[src/rtl/cpu_types_pkg.sv]
// Shared datapath/cache types: machine word, instruction-cache frame and
// responder state encoding.
package cpu_types_pkg;

    typedef logic [31:0] word_t;

    // Tags are held zero-extended to the full word-address width so one frame
    // type serves every SETS choice.
    localparam int WORD_ADDR_W = 30;

    typedef struct packed {
        logic                   valid;
        logic [WORD_ADDR_W-1:0] tag;
        word_t                  data;
    } icache_frame_t;

    typedef enum logic {
        IDLE  = 1'b0,
        FETCH = 1'b1
    } icache_state_t;

endpackage

[src/rtl/icache_frame_array.sv]
// Direct-mapped frame storage: async-reset valid bits, tag and data words,
// one combinational read port and one write port.
module icache_frame_array
    import cpu_types_pkg::*;
#(
    parameter int SETS  = 16,
    parameter int IDX_W = 4,
    parameter int TAG_W = 26
) (
    input  logic              CLK,
    input  logic              nRST,
    input  logic [IDX_W-1:0]  ridx,
    output icache_frame_t     rframe,
    input  logic              wen,
    input  logic [IDX_W-1:0]  widx,
    input  logic [TAG_W-1:0]  wtag,
    input  word_t             wdata
);

    logic [SETS-1:0]  valid_reg;
    logic [TAG_W-1:0] tag_mem  [SETS];
    word_t            data_mem [SETS];

    // Only the valid bits need clearing; stale tag/data is masked by valid=0.
    generate
        for (genvar gi = 0; gi < SETS; gi++) begin : g_valid
            always_ff @(posedge CLK or negedge nRST) begin
                if (!nRST) begin
                    valid_reg[gi] <= 1'b0;
                end else if (wen && (widx == IDX_W'(gi))) begin
                    valid_reg[gi] <= 1'b1;
                end
            end
        end
    endgenerate

    always_ff @(posedge CLK) begin
        if (wen) begin
            tag_mem[widx]  <= wtag;
            data_mem[widx] <= wdata;
        end
    end

    always_comb begin
        rframe       = '0;
        rframe.valid = valid_reg[ridx];
        rframe.tag   = WORD_ADDR_W'(tag_mem[ridx]);
        rframe.data  = data_mem[ridx];
    end

endmodule

[src/rtl/icache_responder.sv]
// Direct-mapped, one-word-block instruction cache: zero-latency hits, and a
// blocking fill from the memory controller on a miss.
module icache_responder
    import cpu_types_pkg::*;
#(
    parameter int SETS = 16
) (
    input  logic        CLK,
    input  logic        nRST,
    input  logic        imemREN,
    input  logic [31:0] imemaddr,
    output logic        ihit,
    output logic [31:0] imemload,
    output logic        iREN,
    output logic [31:0] iaddr,
    input  logic        iwait,
    input  logic [31:0] iload,
    output logic [31:0] hit_count,
    output logic [31:0] miss_count
);

    localparam int IDX_W = $clog2(SETS);
    localparam int TAG_W = 32 - 2 - IDX_W;

    icache_state_t    state_reg, state_next;
    logic [29:0]      miss_word_reg;
    logic [31:0]      hit_count_reg, miss_count_reg;

    logic [IDX_W-1:0] idx;
    logic [TAG_W-1:0] tag;
    icache_frame_t    rframe;
    logic             hit, miss_start, fill;
    logic             unused_byte_offset;

    assign idx = imemaddr[IDX_W+1:2];
    assign tag = imemaddr[31:IDX_W+2];
    assign unused_byte_offset = ^imemaddr[1:0];

    // A frame is written only on the completing FETCH cycle, never while IDLE
    // lookups are live, so there is no read/write collision to bypass.
    assign fill = (state_reg == FETCH) && !iwait;

    icache_frame_array #(
        .SETS  (SETS),
        .IDX_W (IDX_W),
        .TAG_W (TAG_W)
    ) u_frames (
        .CLK    (CLK),
        .nRST   (nRST),
        .ridx   (idx),
        .rframe (rframe),
        .wen    (fill),
        .widx   (miss_word_reg[IDX_W-1:0]),
        .wtag   (miss_word_reg[29:IDX_W]),
        .wdata  (iload)
    );

    assign hit = (state_reg == IDLE) && imemREN && rframe.valid
                 && (rframe.tag == WORD_ADDR_W'(tag));

    always_comb begin
        state_next = state_reg;
        ihit       = 1'b0;
        imemload   = '0;
        iREN       = 1'b0;
        iaddr      = '0;
        miss_start = 1'b0;
        if (state_reg == IDLE) begin
            if (hit) begin
                ihit     = 1'b1;
                imemload = rframe.data;
            end else if (imemREN) begin
                miss_start = 1'b1;
                state_next = FETCH;
            end
        end else begin
            iREN  = 1'b1;
            iaddr = {miss_word_reg, 2'b00};
            if (!iwait) begin
                state_next = IDLE;
            end
        end
    end

    always_ff @(posedge CLK or negedge nRST) begin
        if (!nRST) begin
            state_reg      <= IDLE;
            miss_word_reg  <= '0;
            hit_count_reg  <= '0;
            miss_count_reg <= '0;
        end else begin
            state_reg <= state_next;
            if (miss_start) begin
                miss_word_reg <= imemaddr[31:2];
            end
            if (hit && (hit_count_reg != '1)) begin
                hit_count_reg <= hit_count_reg + 32'd1;
            end
            if (miss_start && (miss_count_reg != '1)) begin
                miss_count_reg <= miss_count_reg + 32'd1;
            end
        end
    end

    assign hit_count  = hit_count_reg;
    assign miss_count = miss_count_reg;

endmodule

[config.mk]
export PLATFORM = sky130hd
export DESIGN_NAME = icache_responder
export DESIGN_NICKNAME = d
export VERILOG_FILES = /design/src/rtl/cpu_types_pkg.sv /design/src/rtl/icache_frame_array.sv /design/src/rtl/icache_responder.sv
export SDC_FILE = /design/constraint.sdc
export NUM_CORES = 1
export LEC_CHECK = 0
export ABC_AREA = 1
export CAP_MARGIN = 20
export CORE_MARGIN = 2
export CORE_UTILIZATION = 45
export DETAILED_ROUTE_END_ITERATION = 16
export GPL_ROUTABILITY_DRIVEN = 1
export GPL_TIMING_DRIVEN = 0
export PLACE_DENSITY_LB_ADDON = 0.1
export SLEW_MARGIN = 20
export SYNTH_ARGS = -nofsm -noshare
export SYNTH_HDL_FRONTEND = slang
export SYNTH_SLANG_ARGS = --single-unit
[constraint.sdc]
create_clock -name CLK -period 3.7 [get_ports CLK]
set_clock_uncertainty 0.05 [all_clocks]
set_input_delay 0.555 -clock CLK [delete_from_list [all_inputs] [get_ports CLK]]
set_output_delay 0.555 -clock CLK [all_outputs]
set_load 0.03 [all_outputs]
==> reports/results.ini <==
[setup_path]
path_common_cell = buf_4
slowest_delay_ns = 0.45
criticalPathCategory = in -> out
rr_endpoint = hit_count[3]
endpoint_kind = primary output
startpoint = imemaddr[3]
crit_buf_inv = 6
start_kind = input port
cp_num_cells = 10
crit_end = imemload[0]
cp.required_ns = 3.09
critPathTopFamily = buffers and inverters
crit_fanout = 10
worst_r2r_path_depth = 11
arrival_ns = 3.17
r2r-start = hit_count[0]
path_cells = buf_6 -> buf_8 -> buf_4 -> clkbuf_4 -> buf_2 -> a21oi_1 -> a221oi_2 -> nor3_1 -> nor4_4 -> buf_4
worst-r2r-setup-slack_ns = 0.58
crit_path_top_delay_cell = nor4_4

[synthesis]
seq_area_frac_synth_pct = 68.6
avgSynthCellArea_um2 = 10.8
synthFlopType = edfxtp_1
synthArstFlopShare_pct = 10.7
syn_inst = 4124
synth-seq-cells = 1039
synth_edf_count = 928
yosys_warnings = 0
syn_area_mm2 = 0.0447
synthDistinctLibCells = 44

[place]
dp.cells = 5666
gp_congestion = 0.952
place_hpwl_mm = 104
port_buffers = 190
placed_area_mm2 = 0.0499
dp_worst_setup_slack_ns = -2.44

[cells_and_area]
reg_top3 = u_frames.data_mem (512), u_frames.tag_mem (416)
largest_reg_flops = 512
fin_cells = 5936
final_util_pct = 57.3
stdcell_area_mm2 = 0.0564
top_register = u_frames.data_mem
final_layout_size_suffix_gt1_share_pct = 16.3
antenna_cells = 0
nets = 4623
area_growth_pct = 26.3

[clocking]
h-tree-depth = 3
clock_sinks = 1039
worstSkewPairLatency_ns = 0.71
cts_buffers = 110
path_clk_slew_ns = 0.06
cts_tree = yes
clockRootBuffer = clkbuf_16
clock_path_buffers = 3

[timing]
fin_crit_sh_pct = 102
setup_viol_count_final = 10
hold_ws_ns = 0.304
layout_min_cycle_time_ns = 3.78
finalHoldViolCount = 0
tns_ns = -0.325
slew_violations = 0
max_slew_margin_pct = 34.8
rsz0062_at_grt = true
tightest_slew_ns = 0.978
fmax_ghz = 0.265
fin_ws_ns = -0.0792

[drt]
first_iter_violations = 4108
vias_per_cell = 5.76
final_antenna_net_count = 0
num_vias = 34183
first_pass_iters = 6
wl_mm = 159
wire_per_inst_um = 26.8
drcViolationCount = 0

[power]
p_per_area_mw_per_mm2 = 500
ir_drop_v = 0.000395
p_leak_nw = 22.0
power_mw = 28.2

[grt]
grt_use_met2_pct = 49.3
grt_use_met3_pct = 5.25
grt_max_degree = 64
grt_pass1_vias = 32407
top_usage_layer = met2
antenna_found_initial = 1
grtUsageTotal_pct = 30.9
grt_pass1_wl_mm = 227
use_met1_pct = 42.5
grt_overflow = 0

[floorplanning]
core_mm2 = 0.0984
initial_core_util_pct = 45.4
ioPinCount = 198
die-area_mm2 = 0.102
die_width_um = 319
num_rows = 115
die_h_um = 319

[status]
violations = setup timing
status = finished, violations left

[worst_hold_path]
hp-class = in -> async

[job]
max_cap_violations = 0

## final cells by class
cell class,instances,area (um2)
clock inverters,71,845
fillers,8283,42000
clock buffers,137,2910
well taps,1287,1610
plain buffers,233,1870
repair inverters,1,8.76
flip-flops and latches,1039,30600
multi-input cells,2509,13000
inverters,344,1320
repair buffers,315,4220
## worst min path at each step
| stage | from | end | slack [ns] | depth (start not counted) |
|---|---|---|---|---|
| after global placement | u_frames.valid_reg[3] | u_frames.valid_reg[3] | 0.39 | 2 |
| after CTS | nRST | hit_count[9] | 0.31 | 2 |
| after detailed placement | u_frames.valid_reg[14] | u_frames.valid_reg[14] | 0.40 | 2 |
| final | nRST | miss_count[25] | 0.30 | 2 |
| after floorplan | nRST | hit_count[0] | 0.21 | 0 |
| after global routing | nRST | hit_count[9] | 0.33 | 2 |
## per-layer routing
layer  routed length [um]  part of all wire [%]
met4                 6160                   3.9
met1                64100                    40
met5                    0                     0
met3                14400                   9.0
met2                74600                    47
## cells in the final DEF, fill, tap and decap left out, types with 21 or more instances in the layout
| cell type | netlist | layout |
|---|---|---|
| a21oi_1 | 227 | 227 |
| a221oi_1 | 76 | 73 |
| a311oi_1 | 22 | 22 |
| buf_12 | 0 | 43 |
| buf_16 | 0 | 50 |
| buf_2 | 78 | 34 |
| buf_4 | 12 | 103 |
| buf_6 | 18 | 41 |
| clkbuf_1 | 100 | 54 |
| clkbuf_16 | 0 | 114 |
| clkbuf_2 | 0 | 43 |
| clkbuf_4 | 0 | 24 |
| clkdlybuf4s50_1 | 0 | 155 |
| clkinv_2 | 0 | 22 |
| dfrtp_1 | 111 | 110 |
| edfxtp_1 | 928 | 928 |
| inv_1 | 334 | 331 |
| nand2_1 | 1311 | 1265 |
| nand2_2 | 2 | 41 |
| nand3_1 | 366 | 271 |
| nand3_2 | 1 | 83 |
| nand4_1 | 78 | 78 |
| nor2_1 | 159 | 132 |
| nor2_4 | 1 | 21 |
| nor3_1 | 52 | 52 |
| nor4_4 | 0 | 32 |
| o21ai_0 | 25 | 25 |
| o21ai_1 | 44 | 43 |
| xor2_1 | 30 | 30 |
## power by group
part           internal, mW  leakage (nW)  switching (mW)  total, mW
Clock                  6.77          1.83            4.74       11.5
Sequential             13.3          9.80           0.434       13.8
Combinational         0.925          10.4            1.99       2.91
Total                  21.0          22.0            7.17       28.2
## repair_timing
action / CTS / global route
gates cloned: 11 / 0
hold buffers: 1 / 0
setup buffers: 30 / 23
pin swaps: 44 / 62
resized for setup: 682 / 106
endpoints found under the setup margin: 51 / 33
hold endpoints to repair: 48 / 0
## cell usage after synthesis, types with 2 or more instances
master	count	area (um2)
nor4_1	47	294
a221o_1	8	80.1
buf_6	18	203
o21ai_0	25	125
buf_2	78	390
nand2_2	2	12.5
nor3_2	2	20.0
a311oi_1	22	193
or2_2	2	12.5
nor3_1	52	260
nand4_1	78	488
nand3_1	366	1830
dfrtp_1	111	2780
inv_1	334	1250
a221oi_1	76	666
nor2_2	2	12.5
a31oi_1	8	50.1
buf_1	24	90.1
o211ai_1	10	75.1
ha_1	2	25.0
xor2_1	30	263
buf_4	12	90.1
nand2_1	1311	4920
xnor2_1	12	105
a21oi_1	227	1140
a211oi_1	7	52.6
o21ai_1	44	220
a32o_1	7	70.1
clkbuf_1	100	375
edfxtp_1	928	27900
inv_2	8	30.0
nor2_1	159	597
## cell families after synthesis
group / synth area share (%)
XOR/XNOR: 0.823
adder cells (fa/ha/maj): 0.0560
AND/OR/NAND/NOR: 19.0
buffers and inverters: 5.50
other: 0.00839
AO/OA/AOI/OAI: 5.97
flip-flops: 68.6
(Power assumes the default switching activity.)
